$ cat config.mk
export PLATFORM = sky130hd
export DESIGN_NAME = seg7_scan_driver
export DESIGN_NICKNAME = d
export VERILOG_FILES = /design/src/rtl/seg7_scan_driver_pkg.sv /design/src/rtl/seg7_scan_timer.sv /design/src/rtl/seg7_scan_driver.sv
export SDC_FILE = /design/constraint.sdc
export NUM_CORES = 1
export LEC_CHECK = 0
export ABC_AREA = 1
export BUFFER_PORTS_ARGS = -buffer_cell sky130_fd_sc_hd__buf_4
export CAP_MARGIN = 20
export CORE_UTILIZATION = 60
export CTS_CLUSTER_DIAMETER = 150
export CTS_CLUSTER_SIZE = 14
export DETAILED_ROUTE_END_ITERATION = 8
export PLACE_DENSITY = 0.85
export SYNTH_ARGS = -nofsm -noshare
export SYNTH_HDL_FRONTEND = slang
export SYNTH_SLANG_ARGS = --single-unit
$ cat constraint.sdc
create_clock -name i_clk -period 8.9 [get_ports i_clk]
set_input_delay 0.89 -clock i_clk [delete_from_list [all_inputs] [get_ports i_clk]]
set_output_delay 0.89 -clock i_clk [all_outputs]
set_load 0.05 [all_outputs]
$ cat src/rtl/seg7_scan_driver_pkg.sv
// Shared segment encodings and scan-phase type for the 7-segment scan driver.
// Patterns are {g,f,e,d,c,b,a}, active-high, matching the bcd_to_7seg encoding.
package seg7_scan_driver_pkg;

  typedef logic [6:0] seg_t;

  localparam seg_t SEG_ZERO  = 7'h3F;
  localparam seg_t SEG_DASH  = 7'h40;
  localparam seg_t SEG_BLANK = 7'h00;

  typedef enum logic {
    PH_BLANK = 1'b0,
    PH_DRIVE = 1'b1
  } phase_e;

endpackage

$ cat src/rtl/seg7_scan_timer.sv
// Slot prescaler and digit index for the scan driver; also flags slot/frame ends
// and whether the current slot is still in its anti-ghosting blank gap.
module seg7_scan_timer
  import seg7_scan_driver_pkg::*;
#(
  parameter int NumDig      = 4,
  parameter int RefreshDiv  = 50000,
  parameter int BlankCycles = 64,
  parameter int IdxW        = 2
) (
  input  logic            clk,
  input  logic            rst,
  output logic [IdxW-1:0] idx,
  output logic [IdxW-1:0] next_idx,
  output logic            slot_end,
  output logic            frame_end,
  output phase_e          phase
);

  localparam int PreW = (RefreshDiv > 1) ? $clog2(RefreshDiv) : 1;
  localparam logic [PreW-1:0] PreLast  = PreW'(RefreshDiv - 1);
  localparam logic [PreW-1:0] BlankEnd = PreW'(BlankCycles);
  localparam logic [IdxW-1:0] IdxLast  = IdxW'(NumDig - 1);

  logic [PreW-1:0] presc;

  assign slot_end  = (presc == PreLast);
  assign frame_end = slot_end && (idx == IdxLast);
  assign next_idx  = (idx == IdxLast) ? '0 : idx + IdxW'(1);
  assign phase     = (presc < BlankEnd) ? PH_BLANK : PH_DRIVE;

  always_ff @(posedge clk or posedge rst) begin
    if (rst) begin
      presc <= '0;
      idx   <= '0;
    end else if (slot_end) begin
      presc <= '0;
      idx   <= next_idx;
    end else begin
      presc <= presc + PreW'(1);
    end
  end

endmodule

$ cat src/rtl/seg7_scan_driver.sv
// Time-multiplexed 7-segment driver: captures a packed segment word on each valid
// strobe, scans digits with a blank gap, leading-zero blanking and a stale watchdog.
module seg7_scan_driver
  import seg7_scan_driver_pkg::*;
#(
  parameter int NumDig      = 4,
  parameter int RefreshDiv  = 50000,
  parameter int BlankCycles = 64,
  parameter int StaleLimit  = 150000000,
  parameter int BlankLeadZ  = 1,
  parameter int SegActLow   = 1,
  parameter int AnActLow    = 1
) (
  input  logic                      i_clk,
  input  logic                      i_rst,
  input  logic [NumDig*7-1:0]       i_seg_data,
  input  logic                      i_seg_valid,
  output logic [6:0]                o_seg,
  output logic [NumDig-1:0]         o_an,
  output logic [$clog2(NumDig)-1:0] o_digit_idx,
  output logic                      o_frame_done,
  output logic                      o_stale
);

  localparam int IdxW = $clog2(NumDig);
  localparam int WdW  = $clog2(StaleLimit) + 1;
  localparam logic [WdW-1:0]    WdLast = WdW'(StaleLimit - 1);
  localparam logic [NumDig-1:0] AnOff  = (AnActLow != 0) ? '1 : '0;
  localparam logic [6:0]        SegOff = (SegActLow != 0) ? 7'h7F : 7'h00;

  logic [IdxW-1:0]     idx;
  logic [IdxW-1:0]     next_idx;
  logic                slot_end;
  logic                frame_end;
  phase_e              phase;

  logic [NumDig*7-1:0] cap;
  logic [WdW-1:0]      wd;
  logic [NumDig-1:0]   lz_blank;
  logic                above_zero;
  seg_t                next_pat;
  seg_t                slot_pat;
  logic [NumDig-1:0]   an_raw;
  seg_t                seg_raw;

  seg7_scan_timer #(
    .NumDig      (NumDig),
    .RefreshDiv  (RefreshDiv),
    .BlankCycles (BlankCycles),
    .IdxW        (IdxW)
  ) u_timer (
    .clk       (i_clk),
    .rst       (i_rst),
    .idx       (idx),
    .next_idx  (next_idx),
    .slot_end  (slot_end),
    .frame_end (frame_end),
    .phase     (phase)
  );

  always_ff @(posedge i_clk or posedge i_rst) begin
    if (i_rst) begin
      cap <= {NumDig{SEG_BLANK}};
    end else if (i_seg_valid) begin
      cap <= i_seg_data;
    end
  end

  // A fresh strobe always beats the watchdog reaching its limit in the same cycle.
  always_ff @(posedge i_clk or posedge i_rst) begin
    if (i_rst) begin
      wd      <= '0;
      o_stale <= 1'b0;
    end else if (i_seg_valid) begin
      wd      <= '0;
      o_stale <= 1'b0;
    end else if (!o_stale) begin
      if (wd == WdLast) begin
        o_stale <= 1'b1;
      end else begin
        wd <= wd + WdW'(1);
      end
    end
  end

  // A digit is a leading zero when it and every digit above it show SEG_ZERO.
  always_comb begin
    lz_blank   = '0;
    above_zero = 1'b1;
    for (int k = NumDig - 1; k >= 1; k--) begin
      above_zero  = above_zero && (cap[k*7 +: 7] == SEG_ZERO);
      lz_blank[k] = above_zero && (BlankLeadZ != 0);
    end
  end

  always_comb begin
    next_pat = cap[int'(next_idx)*7 +: 7];
    if (o_stale) begin
      next_pat = SEG_DASH;
    end else if (lz_blank[next_idx]) begin
      next_pat = SEG_BLANK;
    end
  end

  // The pattern is latched at the slot boundary so new data never glitches a slot.
  always_ff @(posedge i_clk or posedge i_rst) begin
    if (i_rst) begin
      slot_pat <= SEG_BLANK;
    end else if (slot_end) begin
      slot_pat <= next_pat;
    end
  end

  always_comb begin
    an_raw  = '0;
    seg_raw = SEG_BLANK;
    if (phase == PH_DRIVE) begin
      an_raw  = NumDig'(1) << idx;
      seg_raw = slot_pat;
    end
  end

  always_ff @(posedge i_clk or posedge i_rst) begin
    if (i_rst) begin
      o_an         <= AnOff;
      o_seg        <= SegOff;
      o_digit_idx  <= '0;
      o_frame_done <= 1'b0;
    end else begin
      o_an         <= (AnActLow != 0) ? ~an_raw : an_raw;
      o_seg        <= (SegActLow != 0) ? ~seg_raw : seg_raw;
      o_digit_idx  <= idx;
      o_frame_done <= frame_end;
    end
  end

endmodule

==> flow_metrics.tcl, run 1 <==
set metrics [dict create \
    outcome "complete, no violations" \
    routed_wirelength_mm 11.4 \
    p_leak_nw 2.93 \
    path_max_fanout 30 \
    first_iter_violations 341 \
    cts_tree "built" \
    synth_top_area_share_pct 41.9 \
    antennaDiodeCount 0 \
    grt_pass1_vias 4209 \
    ys_seq_area_share_pct 47.6 \
    post_cts_resize_count 0 \
    synthTopCellsByArea "dfrtp_1, nand2_1, nor2_1" \
    grt_pass1_wl_mm 19.5 \
    period_needed_ns 2.59 \
    die_h_um 94.5 \
    min_period_over_period_pct 29.1 \
    floorplan.initialDensity_pct 62.2 \
    cts_hold_buf 0 \
    worstSkewPairLatency_ns 0.37 \
    final-setup-viol-count 0 \
    first_pass_iters 8 \
    core-area_um2 8260 \
    fp.dieArea_um2 8930 \
    rows 33 \
    max_stage_delay_ns 0.58 \
    syn_area_um2 5130 \
    cts_buffers 9 \
    critPathLaunchType "flip-flop" \
    final_common_cell "nand2_1" \
    yosys.cell_types.count 32 \
    skew_ns 0.00740 \
    path_class "reg2reg" \
    syn_avg_cell_area_um2 7.36 \
    wl_per_cell_um 13.5 \
    slowest_stage "nor2_4" \
    cts.sinks 97 \
    overflow 0 \
    area_growth_pct 11.6 \
    gp_congestion 0.915 \
    hold_viol_final 0 \
    syn_nets 734 \
    port_buffers 45 \
    drive_gt1_share_pct 11.5 \
    final_max_slew_viol_count 0 \
    ys_seq_elements 97 \
    tns_ns 0 \
    vdd_drop_max_mv 0.0873 \
    placed_cell_area_um2 5530 \
    required_ns 9.21 \
    holdCritPathClass "reg2reg" \
    crit_chain "ha_1 -> nand3_2 -> nor2_4 -> nand3_1 -> nor2_1 -> nor2_2 -> buf_4 -> nor2_4 -> nand2_1 -> nand2_1" \
    drc_errors 0 \
    clock-root-buffer "clkbuf_8" \
    drv_cap 0 \
    powerDensity_nw_per_um2 140 \
    fmax_mhz 386 \
    maxSlewHeadroom_pct 39.0 \
    viasPerCell 5.33 \
    postCtsSetupRepairBufs 0 \
    vias 4502 \
    critPathArrivalTime_ns 2.90 \
    place_hpwl_mm 8.24 \
    die-width_um 94.5 \
    mostFrequentLayoutCells "nand2_1, dfrtp_1, nor2_1" \
    grt_max_degree 75 \
    clockBufferDepth 2 \
    finish.net_count 772 \
    htree_num_levels 3 \
    path_clk_slew_ns 0.11 \
    io_pins 46 \
    rsz0062_at_grt "false" \
    grtUsageTotal_pct 27.9 \
    synthCells 697 \
    ant_nets 0 \
    holdWs_ns 0.401 \
    synth_top_area_cell "dfrtp_1" \
    antenna_found_initial 0 \
    final_util_pct 69.4 \
    cp-end-kind "flip-flop" \
    finalInstanceArea_um2 5730 \
    yosysWarnings 0 \
    tightest_slew_ns 0.912 \
]
==> critical path: cells and delay by family (launching register included) <==
kind | cells | cell delay (ns)
buf+inv | 1 | 0.24
simple gates | 8 | 1.45
flops | 1 | 0.50
fa+ha+maj | 1 | 0.36
==> synth_stat cells <==
cell / number
o21a_1: 1
dfrtp_1: 86
a21oi_1: 17
o21ai_0: 32
buf_1: 2
or2_1: 1
nor3_1: 11
o211a_1: 1
nand4_1: 21
xor2_1: 17
o211ai_1: 1
xnor2_1: 1
buf_2: 3
inv_1: 71
clkbuf_1: 11
nor2_1: 84
nand3_1: 37
dfstp_2: 11
nand2_1: 256
ha_1: 6
o21bai_1: 4
clkinv_1: 2
a31oi_1: 1
nor2_2: 1
nand3b_1: 4
inv_2: 3
nor2_4: 2
buf_6: 5
o21ai_1: 1
nand2_2: 2
nor4_1: 1
nand3_2: 1
==> state kept, by name (all words and copies together) (netlist names) <==
| register | flops |
|---|---|
| wd | 29 |
| cap | 28 |
| o_stale | 1 |
| o_frame_done | 1 |
| u_timer.presc | 16 |
| u_timer.idx | 2 |
| o_digit_idx | 2 |
| o_an | 4 |
| o_seg | 7 |
| slot_pat | 7 |
==> per-layer routing <==
layer	track usage (%)	part of all wire (%)
met5	0	0
met4	8.71	1.6
met3	4.59	4.9
met2	44.6	47
met1	39.1	46
==> kinds of logic after synthesis <==
logic type,count (synthesis),share of synthesized area [%]
compound gates,58,6.07
fa+ha+maj,6,1.46
xor+xnor,18,3.07
flops,97,47.6
simple gates,421,33.9
buf+inv,97,7.90
==> per-stage QoR <==
stage | total power, mW | std cells | setup slack, ns
5_1_grt | 0.831 | 845 | 6.03
2_1_floorplan | 0.497 | 697 | 5.49
6_report | 0.801 | 845 | 6.31
4_1_cts | 0.806 | 845 | 6.33
3_3_place_gp | 0.516 | 828 | 6.00
3_5_place_dp | 0.519 | 829 | 6.35
==> final cells by class <==
type	count	area (um2)
sequential	97	2440
clock buffer	9	124
clock inverter	7	78.8
tap	105	131
fill	679	2530
inverter	76	287
multi-input combinational	503	2290
timing repair buffer	48	380
==> worst paths after layout <==
kind                             startpoint  slack (ns)           endpoint  cells past startpoint
min in group asynchronous             i_rst        0.48  u_timer.presc[11]                      2
worst max register to register        wd[0]        6.31             wd[19]                     10
worst min-delay path            slot_pat[4]        0.40           o_seg[4]                      1
worst min register to register  slot_pat[4]        0.40           o_seg[4]                      1
max in group asynchronous             i_rst        7.19            cap[20]                      3
worst max-delay path                  wd[0]        6.31             wd[19]                     10
==> power by group <==
group / switching, mW / internal [mW]
logic: 0.0305 / 0.0190
clock network: 0.177 / 0.113
registers: 0.00836 / 0.453
Note: power is estimated with default switching activity, not from simulation.
==> inputs of run 2 (changes only) <==
CORE_UTILIZATION = 54   (was 60)
PLACE_DENSITY = 0.81   (was 0.85)
clock period = 2.3 ns   (was 8.9 ns; I/O delays follow)
==> flow_metrics.tcl, run 2 (synthesized netlist as in run 1, its figures left out) <==
set metrics [dict create \
    clock-root-buffer "clkbuf_8" \
    cts_buffers 9 \
    pre_cts_ws_ns 0.307 \
    worstSkewPairLatency_ns 0.36 \
    area_growth_pct 13.5 \
    cp-end-kind "flip-flop" \
    grt_pass1_vias 4072 \
    largest_register "wd" \
    skew_ns 0.00994 \
    multi_input_area_um2 2290 \
    wl_met2_mm 4.89 \
    grt_pass1_wl_mm 18.5 \
    antenna_found_initial 0 \
    outcome "complete, no violations" \
    final_util_pct 63.0 \
    viasPerCell 5.06 \
    die-width_um 99.5 \
    final-setup-viol-count 0 \
    floorplan.initialDensity_pct 55.5 \
    io_pins 46 \
    path_clk_slew_ns 0.10 \
    drc_errors 0 \
    gp_congestion 0.911 \
    maxSlewHeadroom_pct 56.9 \
    cts_tree "built" \
    fp.dieArea_um2 9900 \
    maxUsedRoutingLayer "met4" \
    first_iter_violations 321 \
    core-area_um2 9240 \
    rsz0062_at_grt "false" \
    hold_depth 3 \
    final_common_cell "nand2_1" \
    path_max_fanout 10 \
    wl_met3_um 495 \
    drv_cap 0 \
    port_buffers 45 \
    rows 35 \
    hold_viol_final 0 \
    regArea_um2 2440 \
    p_comb_share_pct 6.2 \
    overflow 0 \
    postCtsSetupRepairBufs 0 \
    period_needed_ns 2.03 \
    holdCritPathClass "in2reg" \
    vias 4433 \
    powerDensity_nw_per_um2 544 \
    fmax_mhz 493 \
    rr_worst_depth 10 \
    ant_nets 0 \
    tns_ns 0 \
    clockBufferDepth 2 \
    min_period_over_period_pct 88.1 \
    vdd_drop_max_mv 0.321 \
    tightest_slew_ns 0.645 \
    seqPwrFrac_pct 56.4 \
    htree_num_levels 3 \
    final_max_slew_viol_count 0 \
    drive_gt1_share_pct 12.2 \
    finish.net_count 779 \
    first_pass_iters 5 \
    rrSetupSlack_ns 0.27 \
    critPathLaunchType "flip-flop" \
    p_leak_nw 2.96 \
    total_power_mw 3.17 \
    mostFrequentLayoutCells "nand2_1, dfrtp_1, nor2_1" \
    required_ns 2.61 \
    die_h_um 99.5 \
    worst_slack_ns 0.273 \
    antennaDiodeCount 0 \
    p_clk_share_pct 37.4 \
    met1Wirelength_mm 5.13 \
    grt_max_degree 60 \
    net-switching-power_mw 0.799 \
    path_class "reg2reg" \
    critPathArrivalTime_ns 2.33 \
    routed_wirelength_mm 10.6 \
    reg_top3 "wd: 29 flops, cap: 28 flops, u_timer.presc: 16 flops" \
    largest_register_ffs 29 \
    cts.sinks 97 \
    p_int_mw 2.37 \
    grtUsageTotal_pct 23.1 \
    fillers 819 \
    swShare_pct 25.2 \
    place_hpwl_mm 7.86 \
    wl_per_cell_um 12.1 \
]
[run 2: power by group through the flow]
stage	clock, mW	sequential [mW]	combinational (mW)
after global routing	1.28	1.79	0.228
after global placement	0	1.82	0.191
final	1.18	1.79	0.195
after detailed placement	0	1.82	0.195
after CTS	1.21	1.79	0.198
after floorplan	0	1.81	0.116
[run 2: path summary, 6_finish.rpt]
kind                                      from               end
worst max-delay path            u_timer.idx[0]       slot_pat[5]
worst min-delay path             i_seg_data[3]            cap[3]
worst max register to register  u_timer.idx[0]       slot_pat[5]
worst min register to register     slot_pat[5]          o_seg[5]
max in group asynchronous                i_rst          o_seg[1]
min in group asynchronous                i_rst  u_timer.presc[7]
[run 2: per-layer routing]
| metal | global-route usage, % | vias up |
|---|---|---|
| li1 | - | 2270 |
| met1 | 33.8 | 2047 |
| met5 | 0 | - |
| met2 | 36.9 | 104 |
| met3 | 3.09 | 12 |
| met4 | 5.32 | 0 |
[run 2: cell type report]
cell class	count	share of cell area, %
flip-flops and latches	97	41.9
multi-input cells	503	39.2
repair buffers	55	7.35
inverters	76	4.96
well taps	129	2.77
clock buffers	9	2.13
clock inverters	7	1.63
[run 2: through the flow]
| step | cells | hold WS (ns) | area, um2 |
|---|---|---|---|
| detailed placement | 859 | 0.234 | 5600 |
| global route | 876 | 0.0539 | 5820 |
| global placement | 859 | 0.228 | 5600 |
| CTS | 876 | 0.0550 | 5820 |
| floorplan | 697 | 0.347 | 5140 |
| finish | 876 | 0.0601 | 5820 |
[run 2: what timing repair did]
item | 4_1_cts | 5_1_grt
gates resized for setup | 0 | 0
hold endpoints to repair | 7 | 0
hold buffers | 1 | 0
endpoints found under the setup margin | 0 | 0
[run 2: critical path, stage by stage (launching register included)]
cell      delay (ns)
dfrtp_1         0.46
inv_2           0.07
ha_1            0.47
clkinv_1        0.33
a21oi_1         0.19
o21ai_0         0.11
nand2_1         0.10
inv_1           0.05
nor2_1          0.09
nand2_1         0.06
nand2_1         0.06
